**src/rtl/jam_pkg.sv**
```systemverilog
// Widths and state encoding shared by the cost table and the assignment engine,
// so both ends of the W/J/Cost interface agree.
package jam_pkg;

    localparam int JAM_ADDR_W    = 3;
    localparam int JAM_IDX_W     = 2 * JAM_ADDR_W;
    localparam int JAM_COST_W    = 7;
    localparam int JAM_MINCOST_W = 10;
    localparam int JAM_COUNT_W   = 4;
    localparam int JAM_N_ENTRIES = 64;

    typedef enum logic [1:0] {
        EMPTY = 2'd0,
        LOAD  = 2'd1,
        SERVE = 2'd2,
        DONE  = 2'd3
    } jam_state_t;

endpackage

```
**src/rtl/jam_cost_mem.sv**
```systemverilog
// 64-entry cost register array: synchronous write, combinational read,
// asynchronous clear so a reset mid-load leaves no stale costs behind.
module jam_cost_mem
    import jam_pkg::*;
#(
    parameter int COST_WIDTH = JAM_COST_W,
    parameter int N_ENTRIES  = JAM_N_ENTRIES
) (
    input  logic                  CLK,
    input  logic                  RST,
    input  logic                  we,
    input  logic [JAM_IDX_W-1:0]  waddr,
    input  logic [COST_WIDTH-1:0] wdata,
    input  logic [JAM_IDX_W-1:0]  raddr,
    output logic [COST_WIDTH-1:0] rdata
);

    logic [COST_WIDTH-1:0] mem [N_ENTRIES];

    always_ff @(posedge CLK or posedge RST) begin
        if (RST) begin
            for (int i = 0; i < N_ENTRIES; i++) begin
                mem[i] <= '0;
            end
        end else if (we) begin
            mem[waddr] <= wdata;
        end
    end

    assign rdata = mem[raddr];

endmodule

```
**src/rtl/jam_cost_table.sv**
```systemverilog
// Cost-matrix responder for the assignment engine: loads the 8x8 matrix from the
// host, releases the engine while serving Cost, and captures its result.
module jam_cost_table
    import jam_pkg::*;
#(
    parameter int COST_WIDTH = JAM_COST_W,
    parameter int CYC_WIDTH  = 20,
    parameter int N_ENTRIES  = JAM_N_ENTRIES
) (
    input  logic                     CLK,
    input  logic                     RST,
    input  logic                     load_start,
    input  logic                     load_valid,
    input  logic [COST_WIDTH-1:0]    load_data,
    output logic                     load_ready,
    input  logic [JAM_ADDR_W-1:0]    W,
    input  logic [JAM_ADDR_W-1:0]    J,
    output logic [COST_WIDTH-1:0]    Cost,
    output logic                     jam_rst,
    input  logic                     Valid,
    input  logic [JAM_MINCOST_W-1:0] MinCost,
    input  logic [JAM_COUNT_W-1:0]   MatchCount,
    output logic                     done,
    output logic [JAM_MINCOST_W-1:0] res_cost,
    output logic [JAM_COUNT_W-1:0]   res_count,
    output logic [CYC_WIDTH-1:0]     solve_cycles
);

    jam_state_t           state;
    logic [JAM_IDX_W-1:0] load_idx;
    logic                 load_we;

    assign load_we = load_valid & load_ready;

    jam_cost_mem #(
        .COST_WIDTH (COST_WIDTH),
        .N_ENTRIES  (N_ENTRIES)
    ) u_mem (
        .CLK   (CLK),
        .RST   (RST),
        .we    (load_we),
        .waddr (load_idx),
        .wdata (load_data),
        .raddr ({W, J}),
        .rdata (Cost)
    );

    always_ff @(posedge CLK or posedge RST) begin
        if (RST) begin
            state        <= EMPTY;
            load_idx     <= '0;
            load_ready   <= 1'b0;
            jam_rst      <= 1'b1;
            done         <= 1'b0;
            res_cost     <= '0;
            res_count    <= '0;
            solve_cycles <= '0;
        end else begin
            case (state)
                EMPTY: begin
                    if (load_start) begin
                        state        <= LOAD;
                        load_idx     <= '0;
                        load_ready   <= 1'b1;
                        solve_cycles <= '0;
                    end
                end
                LOAD: begin
                    if (load_we) begin
                        // Index is exactly 6 bits, so the last accept wraps it to 0.
                        load_idx <= load_idx + 1'b1;
                        if (load_idx == JAM_IDX_W'(N_ENTRIES - 1)) begin
                            state      <= SERVE;
                            load_ready <= 1'b0;
                            jam_rst    <= 1'b0;
                        end
                    end
                end
                SERVE: begin
                    if (solve_cycles != '1) begin
                        solve_cycles <= solve_cycles + 1'b1;
                    end
                    if (Valid) begin
                        state     <= DONE;
                        res_cost  <= MinCost;
                        res_count <= MatchCount;
                        done      <= 1'b1;
                        jam_rst   <= 1'b1;
                    end
                end
                DONE: begin
                    // Results stay visible until the next capture, not the next load.
                    if (load_start) begin
                        state        <= LOAD;
                        load_idx     <= '0;
                        load_ready   <= 1'b1;
                        done         <= 1'b0;
                        solve_cycles <= '0;
                    end
                end
                default: state <= EMPTY;
            endcase
        end
    end

endmodule
```
**config.mk**
```make
export PLATFORM = sky130hd
export DESIGN_NAME = jam_cost_table
export DESIGN_NICKNAME = d
export VERILOG_FILES = /design/src/rtl/jam_pkg.sv /design/src/rtl/jam_cost_mem.sv /design/src/rtl/jam_cost_table.sv
export SDC_FILE = /design/constraint.sdc
export NUM_CORES = 1
export LEC_CHECK = 0
export BUFFER_PORTS_ARGS = -buffer_cell sky130_fd_sc_hd__buf_2
export CAP_MARGIN = 20
export CORE_UTILIZATION = 60
export DETAILED_ROUTE_END_ITERATION = 16
export HOLD_SLACK_MARGIN = 0.12
export PLACE_DENSITY = 0.77
export SLEW_MARGIN = 20
export SYNTH_ARGS = -nofsm -noshare
export SYNTH_HDL_FRONTEND = slang
export SYNTH_SLANG_ARGS = --single-unit
```
**constraint.sdc**
```tcl
create_clock -name CLK -period 46.1 [get_ports CLK]
set_input_delay 13.83 -clock CLK [delete_from_list [all_inputs] [get_ports CLK]]
set_output_delay 13.83 -clock CLK [all_outputs]
set_load 0.01 [all_outputs]
```
* Word-level counts from Yosys, hierarchy flattened
Index checks and enable logic that the tools add are counted.
** Operators by class
- $add $sub $neg :: 2
- Magnitude comparators :: 3
- Equality and inequality tests :: 11
- Mux-type cells :: 25
- Bitwise gates (word level) :: 3
- Reductions and logical operators :: 14
** Operators by type and width (count)
- 448-bit bitwise mux :: 1
- 7-bit binary-select mux with 6-bit select :: 1
- 7-bit demux with 6-bit select :: 1
- 20-bit 2-to-1 mux :: 2
- 20-bit case mux with 2 select lines :: 1
- 7-bit 2-to-1 mux :: 3
- 20-bit by 1-bit adder with 20-bit output (second input constant) :: 1
- 20-bit inequality test (second input constant) :: 1
- 7-bit greater-or-equal comparator (second input constant) :: 2
- 6-bit inverter with 7-bit output :: 2
- 6-bit 2-to-1 mux :: 2
- 6-bit case mux with 2 select lines :: 1
- 4-bit AND reduction :: 3
- 2-bit inequality test (second input constant) :: 5
- 3-bit AND reduction :: 3
- 2-bit 2-to-1 mux :: 4
- 2-bit nonzero test :: 4
- 7-bit by 1-bit < comparator with 1-bit output (second input constant) :: 1
- 6-bit by 1-bit adder with 6-bit output (second input constant) :: 1
- 6-bit equality test (second input constant) :: 1
- 1-bit case mux with 2 select lines :: 3
- 2-bit case mux with 3 select lines :: 1
- 1-bit 2-to-1 mux :: 5
- 2-bit equality test (second input constant) :: 2
- 7 further kinds :: 7
** Word-level totals
- Register bits :: 493
- Input bits :: 32

* Logic depth before layout (Yosys ltp)
- Depth in word-level cells :: 6
- Mapped depth :: 9

* Hierarchy
From an unflattened synthesis, not the netlist that was laid out.
** Second synthesis, totals
- Cell total of the unflattened synthesis :: 1573
- Area, all modules :: 22992.1 µm²
** Modules (own cells, without submodules)
- jam_cost_mem :: instances 1, cells an instance 1330, area an instance 20596.0 µm²
- jam_cost_table :: instances 1, cells an instance 243, area an instance 2396.0 µm²

* Worst setup path after synthesis
OpenSTA, ideal clock, no wires.
- Path kind :: input port to output port
- Start point :: in J[0]
- End point :: out Cost[5]
- Arrival time :: 15272 ps
- Data required time :: 32270 ps
- Setup slack :: 16998 ps
- Stages on the path :: 7
- Buffers on the path :: 2
- Cells stage by stage :: buf_2 buf_2 mux4_2 a21oi_1 a21oi_1 o31ai_1 nand2_1
** On the way
- Word-level cells in the longest chain between the ends :: 4
** Ends and longest elaborated chain
- from (decl) :: RTL line jam_cost_table.sv:17 : input logic [JAM_ADDR_W-1:0] J,
- 6-bit inverter with 7-bit output (implied by the code) :: RTL line jam_cost_mem.sv:30 : assign rdata = mem[raddr];
- 7-bit binary-select mux with 6-bit select :: RTL line jam_cost_mem.sv:30
- 7-bit 2-to-1 mux (implied by the code) (2 in series) :: RTL line jam_cost_mem.sv:30
- to (decl) :: RTL line jam_cost_table.sv:18 : output logic [COST_WIDTH-1:0] Cost,
Every way passes these cells. The select of a mux whose other input is x is not followed.

* Worst setup path in the final report
- Start point :: in J[1]
- End point :: out Cost[5]
Same word-level chain as after synthesis.

==> results.json <==
{
  "setup_viol": 0,
  "synth_area_per_cell_um2": 14.8,
  "synth_top_family_by_area": "multiplexers",
  "rows": 71,
  "fin_tns_setup_ps": 0,
  "synth_top_area_share_pct": 53.4,
  "clock_skew_ps": 9.48,
  "path_cells": "buf_4, buf_4, mux4_2, mux2i_1, a21oi_1, o31ai_1, nand2_1, buf_2",
  "tritoncts": "done",
  "ctsResizeCount": 0,
  "ant_nets": 0,
  "cts-root-buf": "clkbuf_16",
  "crit_cells": 8,
  "n_antenna_cell": 0,
  "synth_fa_ha_area_share_pct": 0.326,
  "layout.cells.most_common": "dfrtp_1",
  "syn-num-nets": 1601,
  "first_pass_iters": 7,
  "post-cts-setup-buffers": 0,
  "slowest_stage": "buf_4",
  "tightest_slew_ps": 1100,
  "final_nets": 1628,
  "async_flop_share_pct": 100,
  "hpwl_um": 31800,
  "cts_buffer_depth": 3,
  "grt_usage_pct": 28.2,
  "cpPeakStageDelay_ps": 900,
  "p_per_area_mw_per_mm2": 43.9,
  "ys_seq_area_share_pct": 53.5,
  "final_cell_mix": "492 x dfrtp_1, 457 x mux2_2, 109 x mux4_2",
  "first_iter_violations": 798,
  "rsz0062_at_grt": "false",
  "synthToLayoutAreaGrowth_pct": 10.4,
  "yosys.area_share.simple_pct": 5.61,
  "endpoint_kind": "output pin",
  "ir_worst_vdd_uv": 46.8,
  "synth_cells": 1563,
  "drive_gt1_share_pct": 50.0,
  "multi_input_area_mm2": 0.0102,
  "antenna_found_initial": 0,
  "met3_usage_pct": 4.97,
  "hold_path.class": "reg2reg",
  "grt_pass1_wl_um": 83700,
  "io_pins": 76,
  "clk_latency_ps": 580,
  "gr-usage-met1_pct": 39.6,
  "use_met2_pct": 45.0,
  "cts.clk_slew.worst_paths_ps": 60,
  "fill_cells": 2632,
  "routed_wl_um": 52200,
  "start_util_pct": 61.1,
  "synth_cell_types": 57,
  "seqCellArea_mm2": 0.0123,
  "io_buffer_count": 75,
  "cts_buffers": 50,
  "synth-edff-count": 0,
  "place.gp.congestion": 0.792,
  "die_w_um": 198,
  "die_h_um": 198,
  "muxShareOfSynthArea_pct": 34.7,
  "vias": 13600,
  "first_global_vias": 14300,
  "slew_headroom_pct": 26.4,
  "start_kind": "input port",
  "timing.final.crit_share_pct": 66.5,
  "total_power_uw": 1120,
  "grt_most_used_layer": "met2",
  "power.leakage_uw": 0.0121,
  "synth_compound_area_share_pct": 3.57,
  "worstSetupPathType": "in2out",
  "hold_path_depth": 1,
  "hold_viol_final": 0,
  "ys.flop_type": "dfrtp_1",
  "cp.required_ps": 32270,
  "synth_xor_area_share_pct": 0,
  "critPathMaxFanout": 59,
  "core_area_mm2": 0.0378,
  "drc": 0,
  "synth_seq_cells": 493,
  "max_clock_freq_ghz": 0.0326,
  "critPathArrivalTime_ps": 16830,
  "cpLargestDelayFamily": "buffers and inverters",
  "max_cap_viol_count": 0,
  "final_core_util_pct": 67.4,
  "via_per_inst": 6.36,
  "cp_common_cell": "buf_4",
  "r2r_cells": 7,
  "drv_slew": 0,
  "yosysTopAreaCell": "dfrtp_1",
  "ys_top_cells_by_area": "dfrtp_1 53%, mux2_2 22%, mux4_2 11%",
  "grt_max_degree": 191,
  "cts_max_level": 2,
  "routedWlPerCell_um": 24.4,
  "dieArea_mm2": 0.0392,
  "clkSinkCount": 493,
  "min_period_ps": 30660,
  "status": "finished clean",
  "cp_num_buf_inv": 3,
  "hold_buffers": 0,
  "grt-ovfl-total": 0,
  "yosysWarnings": 0,
  "netlist_area_mm2": 0.0231
}
[cell families after synthesis]
kind of cell,Yosys count
AND/OR/NAND/NOR,209
adder cells (fa/ha/maj),6
multiplexers,605
flip-flops,493
AO/OA/AOI/OAI,132
buffers and inverters,118
[area by class of cell]
| type | instances | share of cell area, % |
|---|---|---|
| Multi-Input combinational cell | 952 | 40.0 |
| Clock buffer | 73 | 5.98 |
| Sequential cell | 493 | 48.5 |
| Tap cell | 511 | 2.51 |
| Clock inverter | 18 | 0.855 |
| Inverter | 7 | 0.133 |
| Timing Repair Buffer | 86 | 2.03 |
[path summary, 6_finish.rpt]
check / from / to / slack [ps]
max reg2reg: state[0] / solve_cycles[13] / 43280
min: u_mem.mem[392] / u_mem.mem[392] / 490
min reg2reg: u_mem.mem[392] / u_mem.mem[392] / 490
max: J[1] / Cost[5] / 15440
min in group asynchronous: RST / u_mem.mem[256] / 13480
max in group asynchronous: RST / u_mem.mem[192] / 30410
[power by group]
| part | switching, µW | leakage (µW) | internal, µW |
|---|---|---|---|
| Sequential | 31.9 | 0.00676 | 483 |
| Combinational | 93.9 | 0.00442 | 86.3 |
| Clock | 167 | 0.000867 | 256 |
[synthesized netlist by cell type (all sizes together), types with 4 or more instances]
master  number
nand2       59
buf         51
a22oi        6
o221ai       6
inv          7
nor2b        7
a211oi       8
ha           6
dfrtp      492
mux2i       34
nor4         4
a21oi       23
nand3b       8
nand2b       8
nand4       11
mux2       462
and2         4
clkbuf      60
o21ai       39
a31oi        9
nor2        65
o22ai       17
mux4       109
o31ai       12
nand3       23
[routing by layer]
layer / routed length, µm / part of all wire [%]
met5: 0 / 0
met2: 25400 / 49
met3: 2600 / 5.0
met1: 22700 / 43
met4: 1470 / 2.8
[sequential cells by signal (all words and copies together) (netlist names)]
name / count
res_count: 4
done: 1
load_ready: 1
res_cost: 10
load_idx: 6
state: 2
solve_cycles: 20
u_mem.mem: 448
jam_rst: 1
[through the flow]
stage	instances	instance area, µm²	hold slack (ps)	setup WS [ps]
after global placement	2048	23700	464	15400
after detailed placement	2048	23700	470	15380
after CTS	2139	25400	484	15380
after global routing	2140	25500	514	15250
after floorplan	1563	23100	452	17000
final	2140	25500	492	15440
(Power assumes the default switching activity.)
